File: src/rtl/mdu_alu_seq_pkg.sv
// Shared definitions for the multiply/divide sequencer: operation codes,
// ALU Card encodings (common with the ALU decoder) and sequencer states.
package mdu_pkg;

    // Operation select presented by the EX stage
    typedef enum logic [1:0] {
        OP_MUL   = 2'd0,
        OP_MULHU = 2'd1,
        OP_DIVU  = 2'd2,
        OP_REMU  = 2'd3
    } op_t;

    // ALU Card values; CARD_NONE forces the ALU output to zero
    localparam logic [4:0] CARD_NONE = 5'b00000;
    localparam logic [4:0] CARD_ADD  = 5'b00001;
    localparam logic [4:0] CARD_SUB  = 5'b00011;

    // Sequencer states
    typedef enum logic [1:0] {
        IDLE     = 2'd0,
        MUL_STEP = 2'd1,
        DIV_STEP = 2'd2,
        DONE     = 2'd3
    } state_t;

endpackage

File: src/rtl/mdu_alu_seq_if.sv
// Request/response bundle between the EX stage (master) and the
// multiply/divide sequencer (slave).
interface mdu_if #(
    parameter int XLEN = 32
);
    logic            start;
    logic [1:0]      op;
    logic [XLEN-1:0] rs1;
    logic [XLEN-1:0] rs2;
    logic            busy;
    logic            done;
    logic [XLEN-1:0] result;

    modport master (
        output start, op, rs1, rs2,
        input  busy, done, result
    );

    modport slave (
        input  start, op, rs1, rs2,
        output busy, done, result
    );
endinterface

File: src/rtl/mdu_alu_seq.sv
// Multi-cycle unsigned MUL/MULHU/DIVU/REMU sequencer. It owns no adder:
// every iteration drives the shared 32-bit ALU (A, B, Card) and folds the
// returned F/Cout back into its shift registers. The multiply (hi/lo/mcand)
// and divide (rem/quo/dvs) register sets are never live at the same time,
// so they share one set of physical registers: acc (hi/rem), shf (lo/quo)
// and opb (mcand/dvs).
module mdu_alu_seq
    import mdu_pkg::*;
#(
    parameter int XLEN  = 32,
    parameter int STEPS = XLEN
) (
    input  logic            clk,
    input  logic            rst,
    mdu_if.slave            bus,
    output logic [XLEN-1:0] alu_a,
    output logic [XLEN-1:0] alu_b,
    output logic [4:0]      alu_card,
    input  logic [XLEN-1:0] alu_f,
    input  logic            alu_cout
);

    localparam int CNT_W = (STEPS > 1) ? $clog2(STEPS) : 1;
    localparam logic [CNT_W-1:0] CNT_LAST = CNT_W'(STEPS - 1);

    state_t            state_reg,  state_next;
    op_t               op_reg,     op_next;
    logic [XLEN-1:0]   acc_reg,    acc_next;     // hi (MUL) / rem (DIV)
    logic [XLEN-1:0]   shf_reg,    shf_next;     // lo (MUL) / quo (DIV)
    logic [XLEN-1:0]   opb_reg,    opb_next;     // mcand (MUL) / dvs (DIV)
    logic [CNT_W-1:0]  cnt_reg,    cnt_next;
    logic [XLEN-1:0]   result_reg, result_next;

    logic [XLEN:0]     sh;   // divide partial remainder shifted left by one
    logic              ge;   // shifted remainder >= divisor

    // State, counter and datapath registers with synchronous reset
    always_ff @(posedge clk) begin
        if (rst) begin
            state_reg  <= IDLE;
            op_reg     <= OP_MUL;
            acc_reg    <= '0;
            shf_reg    <= '0;
            opb_reg    <= '0;
            cnt_reg    <= '0;
            result_reg <= '0;
        end else begin
            state_reg  <= state_next;
            op_reg     <= op_next;
            acc_reg    <= acc_next;
            shf_reg    <= shf_next;
            opb_reg    <= opb_next;
            cnt_reg    <= cnt_next;
            result_reg <= result_next;
        end
    end

    // Next-state, datapath update and ALU drive for each sequencer state
    always_comb begin
        state_next  = state_reg;
        op_next     = op_reg;
        acc_next    = acc_reg;
        shf_next    = shf_reg;
        opb_next    = opb_reg;
        cnt_next    = cnt_reg;
        result_next = result_reg;
        alu_a       = '0;
        alu_b       = '0;
        alu_card    = CARD_NONE;
        sh          = '0;
        ge          = 1'b0;

        case (state_reg)
            IDLE: begin
                if (bus.start) begin
                    op_next  = op_t'(bus.op);
                    acc_next = '0;
                    shf_next = bus.rs1;
                    opb_next = bus.rs2;
                    cnt_next = CNT_LAST;
                    if (bus.op[1] && (bus.rs2 == '0)) begin
                        // Divide by zero: RISC-V defined results, no iterations
                        state_next  = DONE;
                        result_next = (op_t'(bus.op) == OP_DIVU) ? '1 : bus.rs1;
                    end else if (!bus.op[1]) begin
                        state_next = MUL_STEP;
                    end else begin
                        state_next = DIV_STEP;
                    end
                end
            end

            MUL_STEP: begin
                // Shift-add: add multiplicand to hi when the current lo bit is set
                alu_card = CARD_ADD;
                alu_a    = acc_reg;
                alu_b    = shf_reg[0] ? opb_reg : '0;
                acc_next = {alu_cout, alu_f[XLEN-1:1]};
                shf_next = {alu_f[0], shf_reg[XLEN-1:1]};
                cnt_next = cnt_reg - 1'b1;
                if (cnt_reg == '0) begin
                    state_next  = DONE;
                    result_next = (op_reg == OP_MULHU) ? acc_next : shf_next;
                end
            end

            DIV_STEP: begin
                // Restoring division; Cout=1 from A-B means no borrow. A set
                // sh[XLEN] already implies sh > dvs since dvs fits in XLEN bits.
                sh       = {acc_reg, shf_reg[XLEN-1]};
                alu_card = CARD_SUB;
                alu_a    = sh[XLEN-1:0];
                alu_b    = opb_reg;
                ge       = sh[XLEN] | alu_cout;
                acc_next = ge ? alu_f : sh[XLEN-1:0];
                shf_next = {shf_reg[XLEN-2:0], ge};
                cnt_next = cnt_reg - 1'b1;
                if (cnt_reg == '0) begin
                    state_next  = DONE;
                    result_next = (op_reg == OP_REMU) ? acc_next : shf_next;
                end
            end

            DONE: begin
                state_next = IDLE;
            end

            default: begin
                state_next = IDLE;
            end
        endcase
    end

    assign bus.busy   = (state_reg == MUL_STEP) || (state_reg == DIV_STEP);
    assign bus.done   = (state_reg == DONE);
    assign bus.result = result_reg;

endmodule

File: src/flat_wrapper.sv
// flat-port wrapper written by rule: the top's interface ports become plain ports
module mdu_alu_seq_flat import mdu_pkg::*;
#(
    parameter int XLEN  = 32,
    parameter int STEPS = XLEN
)
  (clk, rst, alu_a, alu_b, alu_card, alu_f, alu_cout, bus_start, bus_op, bus_rs1, bus_rs2, bus_busy, bus_done, bus_result);
  mdu_if #(.XLEN(XLEN)) bus_i ();
  input  logic clk;
  input  logic rst;
  output logic [XLEN-1:0] alu_a;
  output logic [XLEN-1:0] alu_b;
  output logic [4:0] alu_card;
  input  logic [XLEN-1:0] alu_f;
  input  logic alu_cout;
  input wire logic [$bits(bus_i.start)-1:0] bus_start;
  input wire logic [$bits(bus_i.op)-1:0] bus_op;
  input wire logic [$bits(bus_i.rs1)-1:0] bus_rs1;
  input wire logic [$bits(bus_i.rs2)-1:0] bus_rs2;
  output wire logic [$bits(bus_i.busy)-1:0] bus_busy;
  output wire logic [$bits(bus_i.done)-1:0] bus_done;
  output wire logic [$bits(bus_i.result)-1:0] bus_result;
  assign bus_i.start = bus_start;
  assign bus_i.op = bus_op;
  assign bus_i.rs1 = bus_rs1;
  assign bus_i.rs2 = bus_rs2;
  assign bus_busy = bus_i.busy;
  assign bus_done = bus_i.done;
  assign bus_result = bus_i.result;
  mdu_alu_seq #(.XLEN(XLEN), .STEPS(STEPS)) u_core (.clk(clk), .rst(rst), .bus(bus_i), .alu_a(alu_a), .alu_b(alu_b), .alu_card(alu_card), .alu_f(alu_f), .alu_cout(alu_cout));
endmodule
File: config.mk
export PLATFORM = sky130hd
export DESIGN_NAME = mdu_alu_seq_flat
export DESIGN_NICKNAME = d
export VERILOG_FILES = /design/src/rtl/mdu_alu_seq_pkg.sv /design/src/rtl/mdu_alu_seq_if.sv /design/src/rtl/mdu_alu_seq.sv /design/src/flat_wrapper.sv
export SDC_FILE = /design/constraint.sdc
export NUM_CORES = 1
export LEC_CHECK = 0
export ABC_AREA = 1
export CAP_MARGIN = 5
export CORE_ASPECT_RATIO = 0.75
export CORE_MARGIN = 5
export CORE_UTILIZATION = 40
export CTS_BUF_LIST = sky130_fd_sc_hd__clkbuf_4 sky130_fd_sc_hd__clkbuf_8 sky130_fd_sc_hd__clkbuf_16
export DETAILED_ROUTE_END_ITERATION = 6
export DONT_BUFFER_PORTS = 1
export PLACE_DENSITY = 0.5
export SLEW_MARGIN = 20
export SYNTH_ARGS = -nofsm -noshare
export SYNTH_HDL_FRONTEND = slang
export SYNTH_SLANG_ARGS = --single-unit
File: constraint.sdc
create_clock -name clk -period 2.3 [get_ports clk]
set_input_delay 0.345 -clock clk [delete_from_list [all_inputs] [get_ports clk]]
set_output_delay 0.345 -clock clk [all_outputs]
set_load 0.05 [all_outputs]
# ---- Word level (Yosys, flattened, before mapping)
# Index checks and enable logic that the tools add are counted.
dict set report op_classes {
  addsub 1
  eq_ne 11
  reduce_logical 13
  n_bitwise 1
  muxes 24
}
# op n
set ops {}
lappend ops {{32-bit 2-to-1 mux} 11}
lappend ops {{32-bit one-hot mux with 3 select lines} 3}
lappend ops {{32-bit one-hot mux with 2 select lines} 2}
lappend ops {{32-bit logical NOT} 1}
lappend ops {{5-bit one-hot mux with 2 select lines} 1}
lappend ops {{2-bit equality test, second input constant} 4}
lappend ops {{2-bit 2-to-1 mux} 4}
lappend ops {{2-bit by 1-bit inequality test with 1-bit output, second input constant} 4}
lappend ops {{2-bit AND reduction} 4}
lappend ops {{2-bit one-hot mux with 3 select lines} 1}
lappend ops {{5-bit logical NOT} 1}
lappend ops {{5-bit 2-to-1 mux} 1}
lappend ops {{5-bit AND reduction} 1}
lappend ops {{5-bit by 1-bit subtractor with 5-bit output, second input constant} 1}
lappend ops {{2-bit by 1-bit equality test with 1-bit output, second input constant} 2}
lappend ops {{2-bit one-hot mux with 2 select lines} 1}
lappend ops {{3-bit nonzero test} 1}
lappend ops {{2-bit logical NOT} 1}
lappend ops {{2-bit inequality test, second input constant} 1}
lappend ops {{2-bit nonzero test} 1}
lappend ops {{2-bit OR reduction} 1}
lappend ops {{1-bit logical AND} 1}
lappend ops {{1-bit logical OR} 1}
lappend ops {{1-bit OR} 1}
dict set report totals {
  register_bits 137
}

# ---- Depth between registers and ports, before layout
dict set report logic_depth {
  depth_word 5
  mapped_depth 13
  ltp_nobuf 11
}

# ---- Worst setup path after synthesis
# No wires, ideal clock.
dict set report synth_timing {
  kind {reg2out}
  from {reg u_core.state_reg[0]}
  to {out alu_a[10]}
  stages_incl_launch_ff 7
  t_required_ns 1.955
  path_slack_ns -0.565
  t_arrival_ns 2.520
  path_cell_list {dfxtp_1 inv_1 ha_1 inv_1 clkbuf_1 buf_1 a21oi_1}
}
dict set report synth_via {
  elab_chain_cells 2
}
# element line
set synth_rtl {}
lappend synth_rtl {{start: declaration} mdu_alu_seq.sv:26} ;# state_t state_reg, state_next;
lappend synth_rtl {{start signal: assignment} mdu_alu_seq.sv:48} ;# state_reg <= state_next;
lappend synth_rtl {{2-bit equality test / 2-bit by 1-bit equality test with 1-bit output (equally long branches)} mdu_alu_seq.sv:73} ;# case (state_reg)
lappend synth_rtl {{32-bit one-hot mux with 2 select lines (*)} mdu_alu_seq.sv:73}
lappend synth_rtl {{end: declaration} flat_wrapper.sv:11} ;# output logic [XLEN-1:0] alu_a;
# Mark *: on every way between the ends. The rest lies on a longest branch, timed or not.

# ---- Worst setup path in the final report
dict set report layout_timing {
  from {reg u_core.state_reg[0]}
  to {out alu_b[15]}
}
dict set report layout_via {
  elab_chain_cells 2
}
# element line
set layout_rtl {}
lappend layout_rtl {{2-bit equality test / 2-bit by 1-bit equality test with 1-bit output (equally long branches)} mdu_alu_seq.sv:73}
lappend layout_rtl {{32-bit one-hot mux with 2 select lines (*)} mdu_alu_seq.sv:73}
lappend layout_rtl {{end: declaration} flat_wrapper.sv:12} ;# output logic [XLEN-1:0] alu_b;
# Marked as above.

==> flow_metrics.py <==
metrics = {
    "critical_path": {
        "path_class": "flip-flop to output pin",
        "cp-start-kind": "flip-flop",
        "crit_arrival_ns": 1.90,
        "worst-path-buf-inv": 4,
        "worst_setup_path_end_kind": "output pin",
        "crit_fanout": 15,
        "max_stage_delay_ns": 0.37,
        "crit_required_ns": 1.96,
        "cpMaxStageDelayCell": "dfxtp_4",
        "cp_cell_sequence": "inv_2, ha_4, buf_12, buf_16, nand2_1, nor2_4, buf_12",
        "crit_family": "buffers and inverters",
        "crit_path_frequent_cell": "buf_12",
    },
    "routing": {
        "drcViolationCount": 0,
        "wl_per_cell_um": 18.3,
        "first_pass_iters": 6,
        "ant_nets": 0,
        "initialDrtViolationCount": 1127,
        "route.vias.total": 9580,
        "postRouteWirelength_um": 32800,
        "vias_per_cell": 5.35,
    },
    "hold_path": {
        "holdCritPathClass": "input pin to flip-flop",
    },
    "pwr": {
        "netSwitchingPower_mw": 10.1,
        "comb_power_share": 0.611,
        "clkPwrFrac": 0.152,
        "p_int_mw": 8.87,
        "ir_worst_vdd_v": 0.000860,
        "p_leak_nw": 4.12,
        "powerDensity_nw_per_um2": 1630,
        "sequentialPowerShare": 0.237,
        "power.share.switching": 0.533,
    },
    "sta": {
        "worstMarginPinSlew_ns": 0.625,
        "slew_viol_final": 0,
        "rsz0062_at_grt": "no",
        "fin_worst_skew_ns": 0.0130,
        "fin_ws_ns": 0.0550,
        "period_minus_slack_ns": 2.24,
        "period_share": 0.976,
        "slew_headroom": 0.582,
        "finalSetupViolCount": 0,
        "max_freq_mhz": 445,
        "hold_viol": 0,
    },
    "placement": {
        "placed_cells": 1745,
        "gp_congestion": 0.911,
        "hpwl_um": 22900,
        "portBuffers": 0,
        "place_ws_ns": 0.191,
    },
    "yosys": {
        "ys_ff_latch": 137,
        "synthFlopType": "dfxtp_1",
        "synth_top_area_share": 0.314,
        "synth.most_common_cell": "nand2_1",
        "async_flop_share": 0,
        "syn_area_per_cell_um2": 5.92,
        "synth_commonest_cells": "nand2_1 (403), a21oi_1 (200), nor2_1 (189), o21ai_0 (176), dfxtp_1 (137)",
        "synth.area.top_cells": "dfxtp_1 (31%), nand2_1 (17%), a21oi_1 (11%), o21ai_0 (10%), nor2_1 (8.1%)",
        "netlist_area_um2": 8720,
        "synth_edf_count": 0,
        "synth_warnings": 0,
        "synth.largest_area_cell": "dfxtp_1",
        "yosysSeqAreaShare": 0.314,
        "netlist_instances": 1473,
        "ys_types": 35,
    },
    "die": {
        "die_area_um2": 24900,
        "ios": 205,
        "num_rows": 46,
        "start_util": 0.410,
        "die_h_um": 138,
        "die_w_um": 181,
        "fp.coreArea_um2": 21300,
    },
    "grt": {
        "grtUsageTotal": 0.259,
        "grt_start_max_net_pins": 67,
        "antenna_found_initial": 0,
        "grt.overflow.total": 0,
        "grt_pass1_vias": 8618,
        "grt_pass1_wl_um": 50800,
    },
    "finish": {
        "fin_util": 0.547,
        "fin_cells": 1791,
        "final_layout_size_suffix_gt1_frac": 0.177,
        "final_nets": 1598,
        "syn2layout_area_growth_pct": 33.6,
    },
    "job": {
        "max_cap_violations": 0,
    },
    "status": {
        "status": "finished, final reports clean",
    },
    "clocking": {
        "cts_tree": "yes",
        "h-tree-depth": 4,
        "cts_max_path_buffers": 2,
        "clock-sinks": 137,
        "cts_root_buffer": "clkbuf_16",
        "clk_latency_ns": 0.44,
        "clk_pin_slew_ns": 0.07,
        "cts_buffers": 17,
    },
}
-- what timing repair did --
| item | in CTS | in global routing |
|---|---|---|
| gates resized for setup | 15 | 6 |
| pin swaps | 4 | 1 |
| setup endpoints to repair | 64 | 17 |
| endpoints found under the hold margin | 37 | 0 |
| cloned | 4 | 1 |
| buffers inserted | 7 | 0 |
| hold buffers | 1 | 0 |
-- logic make-up after synthesis --
logic type,Yosys count,share of synthesized area
AOI/OAI and AO/OA,459,0.266
buffers and inverters,199,0.101
adders and majority gates,7,0.0100
other,1,0.000430
and+or+nand+nor,668,0.306
xor gates and xnor gates,2,0.00201
DFF,137,0.314
-- power by group through the flow --
stage | registers [mW] | logic [mW] | clock network, mW
2_1_floorplan | 4.34 | 7.61 | 0
3_3_place_gp | 4.52 | 10.2 | 0
3_5_place_dp | 4.52 | 10.3 | 0
4_1_cts | 4.48 | 11.3 | 2.94
5_1_grt | 4.60 | 12.7 | 3.04
6_report | 4.50 | 11.6 | 2.90
-- path summary, 6_finish.rpt --
path	from	to	slack, ns	depth (start not counted)
setup / recovery	u_core.state_reg[0]	alu_b[15]	0.06	7
setup reg to reg	u_core.state_reg[0]	u_core.bus.result[1]	0.07	10
hold / removal	bus_rs2[10]	u_core.opb_reg[10]	0.07	2
hold reg to reg	u_core.op_reg[1]	u_core.op_reg[1]	0.46	2
-- worst register-to-register path: stages, from the launching register on --
cell and delay, ns:
dfxtp_4 0.37, inv_2 0.08, ha_4 0.28, buf_12 0.15, buf_4 0.17, buf_2 0.20
or2_2 0.35, o21ai_1 0.29, nand3_1 0.14, nand2_1 0.07, nor2_1 0.04
-- stage by stage --
step / setup TNS [ns] / hold slack [ns] / cell area (um^2) / power (mW)
CTS: 0 / 0.0625 / 11600 / 18.7
global placement: 0 / 0.425 / 10700 / 14.7
global route: 0 / 0.0751 / 11700 / 20.3
finish: 0 / 0.0711 / 11700 / 19.0
floorplan: -2.13 / 0.436 / 9280 / 12.0
detailed placement: 0 / 0.427 / 10700 / 14.8
-- routing by layer --
layer	GRT usage	wire (um)	vias up	share of wire
met5	0	0	-	0
li1	-	-	4820	-
met2	0.330	12200	426	0.37
met1	0.406	16500	4305	0.50
met4	0.0600	427	0	0.013
met3	0.0873	3630	29	0.11
-- layout make-up --
| cell class | instances | area [um^2] |
|---|---|---|
| fillers | 2173 | 9640 |
| multi-input cells | 1139 | 5730 |
| flip-flops and latches | 137 | 2750 |
| repair buffers | 110 | 1880 |
| clock buffers | 17 | 425 |
| well taps | 288 | 360 |
| inverters | 84 | 328 |
| clock inverters | 15 | 179 |
| diodes | 1 | 2.50 |
-- cell usage in the layout (no fill, tap or decap), types with 31 or more instances in the layout --
cell / instances
nand2_1: 401
o21ai_0: 176
a21oi_1: 167
nor2_1: 155
dfxtp_1: 135
inv_1: 73
buf_12: 73
o21ai_1: 71
a21oi_4: 32
or2_2: 31
(Power assumes the default switching activity.)
